<file path="config.mk">
export PLATFORM = sky130hd
export DESIGN_NAME = fan_line_gen
export DESIGN_NICKNAME = d
export VERILOG_FILES = /design/src/rtl/fan_pkg.sv /design/src/rtl/fan_seg_flag.sv /design/src/rtl/fan_line_gen.sv
export SDC_FILE = /design/constraint.sdc
export NUM_CORES = 1
export LEC_CHECK = 0
export CAP_MARGIN = 20
export CORE_MARGIN = 2
export CORE_UTILIZATION = 53
export CTS_BUF_LIST = sky130_fd_sc_hd__clkbuf_16
export CTS_CLUSTER_SIZE = 12
export DETAILED_ROUTE_END_ITERATION = 8
export HOLD_SLACK_MARGIN = 0.15
export PLACE_DENSITY_LB_ADDON = 0.15
export SLEW_MARGIN = 25
export SYNTH_ARGS = -nofsm -noshare
export SYNTH_HDL_FRONTEND = slang
export SYNTH_HIERARCHICAL = 1
export SYNTH_SLANG_ARGS = --single-unit
</file>
<file path="constraint.sdc">
create_clock -name clk -period 2.8 [get_ports clk]
set_input_delay 0.42 -clock clk [delete_from_list [all_inputs] [get_ports clk]]
set_output_delay 0.42 -clock clk [all_outputs]
set_load 0.005 [all_outputs]
</file>
<file path="src/rtl/fan_pkg.sv">
// Shared constants, FSM/debug types and slot packing for the fan network
// (fan_line_gen and fan_adder).
package fan_pkg;

  localparam int CTRL_W     = 4;
  localparam int CTRL_VALID = 3;
  localparam int CTRL_START = 2;
  localparam int CTRL_END   = 1;
  localparam int CTRL_LAST  = 0;

  // Packing is done at this fixed width and then truncated to the real slot width.
  localparam int PACK_W = 128;

  typedef enum logic [1:0] {
    ST_FILL  = 2'd0,
    ST_PEEK  = 2'd1,
    ST_FLUSH = 2'd2
  } fan_state_e;

  typedef struct packed {
    fan_state_e state;
    logic       rdy_en;
    logic       prev_valid;
  } fan_dbg_t;

  function automatic int line_width(input int dw_data, input int dw_row, input int dw_ctrl);
    return dw_data + dw_row + dw_ctrl;
  endfunction

  // Slot layout is {ctrl, row, data} with data in the low bits.
  function automatic logic [PACK_W-1:0] pack_slot(
    input logic [CTRL_W-1:0] ctrl,
    input logic [63:0]       row,
    input logic [63:0]       data,
    input int                dw_row,
    input int                dw_data
  );
    logic [PACK_W-1:0] d;
    logic [PACK_W-1:0] r;
    logic [PACK_W-1:0] c;
    d = PACK_W'(data) & ((PACK_W'(1) << dw_data) - PACK_W'(1));
    r = (PACK_W'(row) & ((PACK_W'(1) << dw_row) - PACK_W'(1))) << dw_data;
    c = PACK_W'(ctrl) << (dw_row + dw_data);
    return c | r | d;
  endfunction

endpackage

</file>
<file path="src/rtl/fan_seg_flag.sv">
// Segment boundary flags for one product, from its neighbours in the stream.
module fan_seg_flag #(
  parameter int DW_ROW = 5
) (
  input  logic              prev_valid,
  input  logic [DW_ROW-1:0] prev_row,
  input  logic [DW_ROW-1:0] row,
  input  logic              next_valid,
  input  logic [DW_ROW-1:0] next_row,
  input  logic              last,
  output logic              seg_start,
  output logic              seg_end
);

  assign seg_start = !prev_valid || (prev_row != row);
  assign seg_end   = last || (next_valid && (next_row != row));

endmodule

</file>
<file path="src/rtl/fan_line_gen.sv">
// Packs a stream of row-tagged partial products into NUM_IN-slot beats with
// per-slot segment control bits for the fan adder array.
module fan_line_gen
  import fan_pkg::*;
#(
  parameter int DW_DATA = 8,
  parameter int DW_ROW  = 5,
  parameter int DW_CTRL = 4,
  parameter int DW_LINE = line_width(DW_DATA, DW_ROW, DW_CTRL),
  parameter int NUM_IN  = 6
) (
  input  logic                      clk,
  input  logic                      rst_n,
  input  logic                      in_valid,
  output logic                      in_ready,
  input  logic [DW_DATA-1:0]        in_data,
  input  logic [DW_ROW-1:0]         in_row,
  input  logic                      in_last,
  output logic                      out_valid,
  input  logic                      out_ready,
  output logic [NUM_IN*DW_LINE-1:0] out_line
);

  // Handshake: a transfer happens on a rising edge where valid && ready are both
  // high; a producer holds its payload stable until then, and ready never
  // depends combinationally on valid of the same port.

  localparam int CW = $clog2(NUM_IN + 1);

  fan_state_e state;
  fan_state_e state_nx;
  fan_dbg_t   dbg;

  logic [CW-1:0]     cnt;
  logic              rdy_en;
  logic              prev_valid;
  logic [DW_ROW-1:0] prev_row;

  logic [DW_DATA-1:0] buf_data [NUM_IN];
  logic [DW_ROW-1:0]  buf_row  [NUM_IN];
  logic [NUM_IN-1:0]  buf_start;
  logic [NUM_IN-1:0]  buf_end;
  logic [NUM_IN-1:0]  buf_last;

  logic accept;
  logic load;
  logic new_start;
  logic new_end;
  logic prev_end;
  logic unused_start;

  logic [DW_CTRL-1:0]        ctrl_v;
  logic [NUM_IN*DW_LINE-1:0] line_nx;

  assign dbg = '{state: state, rdy_en: rdy_en, prev_valid: prev_valid};

  // Flags for the incoming product (start, and end when it closes the tile).
  fan_seg_flag #(.DW_ROW(DW_ROW)) u_new_flag (
    .prev_valid (dbg.prev_valid),
    .prev_row   (prev_row),
    .row        (in_row),
    .next_valid (1'b0),
    .next_row   (in_row),
    .last       (in_last),
    .seg_start  (new_start),
    .seg_end    (new_end)
  );

  // End flag of the most recently stored product, now that its successor is visible.
  fan_seg_flag #(.DW_ROW(DW_ROW)) u_prev_flag (
    .prev_valid (1'b0),
    .prev_row   (prev_row),
    .row        (prev_row),
    .next_valid (in_valid),
    .next_row   (in_row),
    .last       (1'b0),
    .seg_start  (unused_start),
    .seg_end    (prev_end)
  );

  always_ff @(posedge clk or negedge rst_n) begin
    if (!rst_n) begin
      state <= ST_FILL;
    end else begin
      state <= state_nx;
    end
  end

  always_comb begin
    state_nx = state;
    case (state)
      ST_FILL: begin
        if (accept) begin
          if (in_last) begin
            state_nx = ST_FLUSH;
          end else if (cnt == CW'(NUM_IN - 1)) begin
            state_nx = ST_PEEK;
          end
        end
      end
      ST_PEEK:  if (in_valid) state_nx = ST_FLUSH;
      ST_FLUSH: if (load) state_nx = ST_FILL;
      default:  state_nx = ST_FILL;
    endcase
  end

  always_comb begin
    in_ready = 1'b0;
    load     = 1'b0;
    case (dbg.state)
      ST_FILL:  in_ready = dbg.rdy_en && (cnt < CW'(NUM_IN));
      ST_FLUSH: load = !out_valid || out_ready;
      default: ;
    endcase
  end

  assign accept = in_valid && in_ready;

  // rdy_en keeps in_ready low while reset is held and for the release cycle.
  always_ff @(posedge clk or negedge rst_n) begin
    if (!rst_n) begin
      rdy_en     <= 1'b0;
      cnt        <= '0;
      prev_valid <= 1'b0;
      prev_row   <= '0;
      buf_start  <= '0;
      buf_end    <= '0;
      buf_last   <= '0;
    end else begin
      rdy_en <= 1'b1;
      if (load) begin
        cnt <= '0;
      end else if (accept) begin
        cnt <= cnt + CW'(1);
      end
      if (accept) begin
        prev_row   <= in_row;
        prev_valid <= !in_last;
      end
      for (int i = 0; i < NUM_IN; i++) begin
        if (accept && cnt == CW'(i)) begin
          buf_start[i] <= new_start;
          buf_end[i]   <= new_end;
          buf_last[i]  <= in_last;
        end
        if (accept && cnt == CW'(i + 1)) begin
          buf_end[i] <= prev_end;
        end
      end
      if (state == ST_PEEK && in_valid) begin
        buf_end[NUM_IN-1] <= prev_end;
      end
    end
  end

  // Payload storage needs no reset: slots at or above cnt are never emitted.
  always_ff @(posedge clk) begin
    for (int i = 0; i < NUM_IN; i++) begin
      if (accept && cnt == CW'(i)) begin
        buf_data[i] <= in_data;
        buf_row[i]  <= in_row;
      end
    end
  end

  always_comb begin
    line_nx = '0;
    ctrl_v  = '0;
    for (int i = 0; i < NUM_IN; i++) begin
      ctrl_v             = '0;
      ctrl_v[CTRL_VALID] = 1'b1;
      ctrl_v[CTRL_START] = buf_start[i];
      ctrl_v[CTRL_END]   = buf_end[i];
      ctrl_v[CTRL_LAST]  = buf_last[i];
      if (CW'(i) < cnt) begin
        line_nx[i*DW_LINE +: DW_LINE] =
          DW_LINE'(pack_slot(ctrl_v, 64'(buf_row[i]), 64'(buf_data[i]), DW_ROW, DW_DATA));
      end
    end
  end

  always_ff @(posedge clk or negedge rst_n) begin
    if (!rst_n) begin
      out_valid <= 1'b0;
      out_line  <= '0;
    end else if (load) begin
      out_valid <= 1'b1;
      out_line  <= line_nx;
    end else if (out_ready) begin
      out_valid <= 1'b0;
    end
  end

endmodule

</file>
Yosys cells after proc, flatten, opt, wreduce, memory -nomap -nowiden
Memory sizes are Yosys's and may differ from the RTL's.
Cells that the tools add are included.
{ "classes": {"addsub": 1, "multipliers": 0, "div": 0, "n_lt_le_gt_ge": 7, "n_eq_ne": 14, "shifts": 0, "muxes": 73, "bitwise_logic": 12, "n_reduce_logical": 37} }
{ "ops": {"columns": ["operator", "count"], "rows": [
  ["17-bit 2-to-1 mux", 6],
  ["17-bit by 13-bit bitwise OR with 17-bit output", 6],
  ["17-bit by 8-bit bitwise OR with 17-bit output", 6],
  ["8-bit 2-to-1 mux", 5],
  ["8-bit OR reduction", 5],
  ["1-bit 2-to-1 mux", 39],
  ["3-bit 2-to-1 mux", 12],
  ["5-bit 2-to-1 mux", 5],
  ["5-bit OR reduction", 5],
  ["2-bit nonzero test", 7],
  ["1-bit logical AND", 11],
  ["2-bit 2-to-1 mux", 5],
  ["5-bit inequality test", 2],
  ["3-bit == test (second input constant)", 3],
  ["3-bit by 2-bit == test with 1-bit output (second input constant)", 2],
  ["1-bit by 3-bit < comparator with 1-bit output (first input constant)", 2],
  ["2-bit by 3-bit < comparator with 1-bit output (first input constant)", 2],
  ["3-bit < comparator (first input constant)", 2],
  ["2-bit inequality test (second input constant)", 3],
  ["2-bit one-hot mux with 3 select lines", 1],
  ["4-bit AND reduction", 1],
  ["3-bit by 1-bit adder with 3-bit output (second input constant)", 1],
  ["3-bit by 1-bit == test with 1-bit output (second input constant)", 1],
  ["1-bit zero test", 3],
  ["8 further kinds", 9]
]} }
{ "totals": {"register_bits": 133, "latchBits": 0, "ramBits": 78, "romBits": 0, "input_bits": 18, "output_inout_bits": 104, "memories": 2} }
{ "memory_table": {"columns": ["memory", "words", "width", "rd", "rd_ports_with_merged_regs", "write_ports", "line", "rtl"], "rows": [
  ["buf_data", 6, 8, 6, 0, 1, "fan_line_gen.sv:39", "logic [DW_DATA-1:0] buf_data [NUM_IN];"],
  ["buf_row", 6, 5, 6, 0, 1, "fan_line_gen.sv:40", "logic [DW_ROW-1:0] buf_row [NUM_IN];"]
]} }

Depth between registers and ports, before layout
{ "logic_depth": {"word_depth": 13, "depth_mapped": 6} }

Modules after synthesis
Netlist, hierarchy kept.
{ "by_module_without_submodules": {"columns": ["module", "instances", "cells_each", "area_each_um2", "seq_area_each_um2"], "rows": [
  ["fan_line_gen", 1, 480, 7639.8, 5670.4],
  ["fan_seg_flag", 2, 15, 116.4, 0.0]
]} }

Worst setup path before layout
OpenSTA, ideal clock, no wires.
{ "synth_timing": {"path_type": "reg2reg", "startpoint": "register cnt[2]", "endpoint": "memory buf_data[3][0], enable pin", "t_arrival_ns": 1.864, "required_time_ns": 2.400, "path_slack_ns": 0.536, "path_stages_with_launch": 5, "n_path_buf": 3, "period_less_slack_ns": 2.264, "path_cell_list": "dfrtp_1 -> buf_2 -> buf_2 -> buf_1 -> nor3_1"} }
{ "synth_via": {"elab_chain_cells": 13} }
{ "synth_lines": {"columns": ["item", "line", "rtl"], "rows": [
  ["start: declaration", "fan_line_gen.sv:34", "logic [CW-1:0] cnt;"],
  ["start signal: assignment", "fan_line_gen.sv:134", "cnt <= cnt + CW'(1);"],
  ["3-bit < comparator", "fan_line_gen.sv:111", "ST_FILL: in_ready = dbg.rdy_en && (cnt < CW'(NUM_IN));"],
  ["1-bit logical AND", "fan_line_gen.sv:111", null],
  ["1-bit 2-to-1 mux", "fan_line_gen.sv:110", "case (dbg.state)"],
  ["1-bit logical AND", "fan_line_gen.sv:117", "assign accept = in_valid && in_ready;"],
  ["1-bit logical AND", "fan_line_gen.sv:159", "if (accept && cnt == CW'(i)) begin"],
  ["1-bit 2-to-1 mux", "fan_line_gen.sv:159", null],
  ["1-bit 2-to-1 mux (implied by the code)", "fan_line_gen.sv:160", "buf_data[i] <= in_data;"],
  ["8-bit OR reduction (no source line)", null, null],
  ["3-bit 2-to-1 mux (no source line) / 1-bit 2-to-1 mux (equally long branches) (5 in a row)", null, null],
  ["end: declaration", "fan_line_gen.sv:39", null]
]} }
Several ways; a longest one is shown, not always the timed one.

Worst setup path in the final report
{ "layout_timing": {"startpoint": "register cnt[2]", "endpoint": "output port in_ready"} }
{ "layout_via": {"elab_chain_cells": 3} }
{ "layout_lines": {"columns": ["item", "line", "rtl"], "rows": [
  ["3-bit < comparator", "fan_line_gen.sv:111", null],
  ["1-bit logical AND", "fan_line_gen.sv:111", null],
  ["1-bit 2-to-1 mux", "fan_line_gen.sv:110", null],
  ["end: declaration", "fan_line_gen.sv:15", "output logic in_ready,"]
]} }
Every way passes these cells.

==> results.rst <==
.. list-table::
   :header-rows: 1

   * - Metric
     - Value
   * - Max Freq
     - 382 MHz
   * - Initial core utilization
     - 54.0%
   * - Maximum root-to-sink buffer count
     - 3
   * - WL per Instance
     - 21.7 um
   * - Run status
     - completed
   * - Count of final hold-check violations
     - 0
   * - Iter 0 DRT Violations
     - 378
   * - Worst hold stages
     - 1
   * - DIE AREA
     - 15700 um^2
   * - Post-DR vias/cell
     - 5.91
   * - Type of the most critical hold path
     - flop to flop
   * - Number of global-route vias before repair
     - 4973
   * - Post-DRT Antenna Nets
     - 0
   * - Power density normalized to cell area
     - 919 nW/um^2
   * - Gate count after technology mapping
     - 503
   * - Residual overflow from global routing
     - 0
   * - Worst-Margin Slew
     - 806 ps
   * - Arrival time at the worst endpoint
     - 2200 ps
   * - Filler Cells Inserted
     - 974
   * - Initial antenna violation count
     - 0
   * - HPWL after DPL
     - 12000 um
   * - Worst path required time
     - 2380 ps
   * - Peak supply drop
     - 0.000483 V
   * - Number of buffers inserted during clock tree synthesis
     - 22
   * - I/O pins
     - 122
   * - Final weighted congestion of routability-driven global placement
     - 0.829
   * - Synthesized area
     - 7820 um^2
   * - Largest net degree at the start of global routing
     - 65
   * - Class of the most critical setup path
     - flop to output pin
   * - R2R cell count
     - 4
   * - Clock tree from TritonCTS
     - built
   * - Number of failing setup endpoints in the final timing report
     - 0
   * - DR vias
     - 4993
   * - Count of maximum capacitance violations
     - 0
   * - Global router's overall resource usage
     - 23.5%
   * - Height of the chip
     - 125 um
   * - Share of final-layout standard cells stronger than drive strength 1
     - 14.2%
   * - Mean Syn Cell Area
     - 15.5 um^2
   * - Final period util
     - 93.5%
   * - DR pass1 iterations
     - 5
   * - Synthesis-to-finish area growth
     - 27.8%
   * - Wire length of the first global-routing pass
     - 28800 um
   * - Area of the core
     - 14500 um^2
   * - Post CTS Setup Buffer Count
     - 0
   * - Worst R2R Setup Slack
     - 590 ps
   * - Setup repair after global routing missed its margin
     - no
   * - Worst setup skew after layout
     - 31.8 ps
   * - Die width
     - 125 um
   * - Final wirelength
     - 18300 um
   * - Number of nets in the layout
     - 666
   * - Maximum fanout encountered on the critical timing path
     - 19
   * - Number of slew-limit violations in the final report
     - 0
   * - Fin Setup TNS
     - 0 ps
   * - CTS HTree Levels
     - 1
   * - Worst rel slew slack
     - 46.1%
   * - Clock tree root buffer cell
     - sky130_fd_sc_hd__clkbuf_16
   * - Clock latency on the worst-skew pair
     - 500 ps
   * - Number of buffers inserted by port buffering
     - 121
   * - Static leakage
     - 4.13 nW
   * - Warning count from the yosys run
     - 6
   * - Kind of start point of the critical path
     - flop
   * - Critical path capture point type
     - output pin
   * - Row count
     - 44
   * - Number of remaining DRC errors
     - 0
   * - Clock edge transition at the registers on the reported setup and hold paths
     - 60 ps
   * - Post-Route Utilization
     - 69.0%
   * - CTS sink count
     - 211
   * - Inserted Diodes
     - 0
   * - Minimum clock period after layout
     - 2620 ps
[per-stage QoR]
step,cells,hold WS [ps],power (mW),instance area [um^2],setup slack (ps)
2_1_floorplan,505,124,5.29,7830,536
3_3_place_gp,803,446,6.53,9320,273
3_5_place_dp,803,449,6.62,9320,277
4_1_cts,844,451,9.23,9980,204
5_1_grt,845,463,9.60,9990,78.9
6_report,845,450,9.18,9990,181
[final timing paths]
| kind | from | endpoint |
|---|---|---|
| max in group asynchronous | rst_n | out_line[74] |
| min reg2reg | buf_data[5][0] | out_line[85] |
| min in group asynchronous | rst_n | out_line[10] |
| min | buf_data[5][0] | out_line[85] |
| max | cnt[2] | in_ready |
| max reg2reg | state[0] | out_line[4] |
[state kept, by name, summed over array words and instances (netlist names)]
signal      count
buf_row        30
buf_data       48
rdy_en          1
buf_start       6
prev_row        5
buf_last        6
state           2
prev_valid      1
out_valid       1
cnt             3
out_line      102
buf_end         6
[final cells by class]
cell class	count	area (um^2)	area share (%)
sequential	211	5670	56.7
timing repair buffer	148	1440	14.4
clock buffer	23	576	5.76
tap	184	230	2.30
inverter	6	22.5	0.225
clock inverter	17	68.8	0.689
multi-input combinational	256	1980	19.8
[power breakdown]
| part | internal (mW) | switching [mW] | total, mW |
|---|---|---|---|
| clock network | 1.47 | 1.13 | 2.60 |
| registers | 3.88 | 0.499 | 4.38 |
| logic | 1.31 | 0.887 | 2.20 |
| total | 6.66 | 2.52 | 9.18 |
[critical path, cell delays in order (launching register included)]
cell,delay (ps)
sky130_fd_sc_hd__dfrtp_1,800
sky130_fd_sc_hd__nand2_2,270
sky130_fd_sc_hd__nand2_1,140
sky130_fd_sc_hd__nor2_1,50
sky130_fd_sc_hd__clkdlybuf4s50_1,450
[layer usage]
layer / track usage [%] / wire (um) / up-vias / part of all wire (%)
met5: 0 / 0 / - / 0
li1: - / - / 2183 / -
met2: 35.9 / 8470 / 201 / 46
met3: 4.15 / 1070 / 33 / 5.8
met1: 35.1 / 8370 / 2576 / 46
met4: 6.93 / 431 / 0 / 2.3
[cells in the final DEF (no fill, tap or decap), types with 5 or more instances in the layout]
cell / count
sky130_fd_sc_hd__mux2_2: 17
sky130_fd_sc_hd__inv_1: 19
sky130_fd_sc_hd__nor2_1: 7
sky130_fd_sc_hd__clkdlybuf4s50_1: 120
sky130_fd_sc_hd__a22o_2: 9
sky130_fd_sc_hd__edfxtp_1: 78
sky130_fd_sc_hd__clkbuf_16: 23
sky130_fd_sc_hd__a31oi_1: 5
sky130_fd_sc_hd__nand2_1: 21
sky130_fd_sc_hd__a21o_1: 5
sky130_fd_sc_hd__a22o_1: 71
sky130_fd_sc_hd__buf_4: 24
sky130_fd_sc_hd__o21ai_0: 36
sky130_fd_sc_hd__xnor2_1: 7
sky130_fd_sc_hd__xor2_1: 8
sky130_fd_sc_hd__dfrtp_1: 133
[timing repair]
action / in CTS / in global routing
endpoints found under the hold margin: 62 / 0
hold buffers: 1 / 0
gates resized for setup: 0 / 0
No activity file was read; power rests on OpenSTA's default activity.
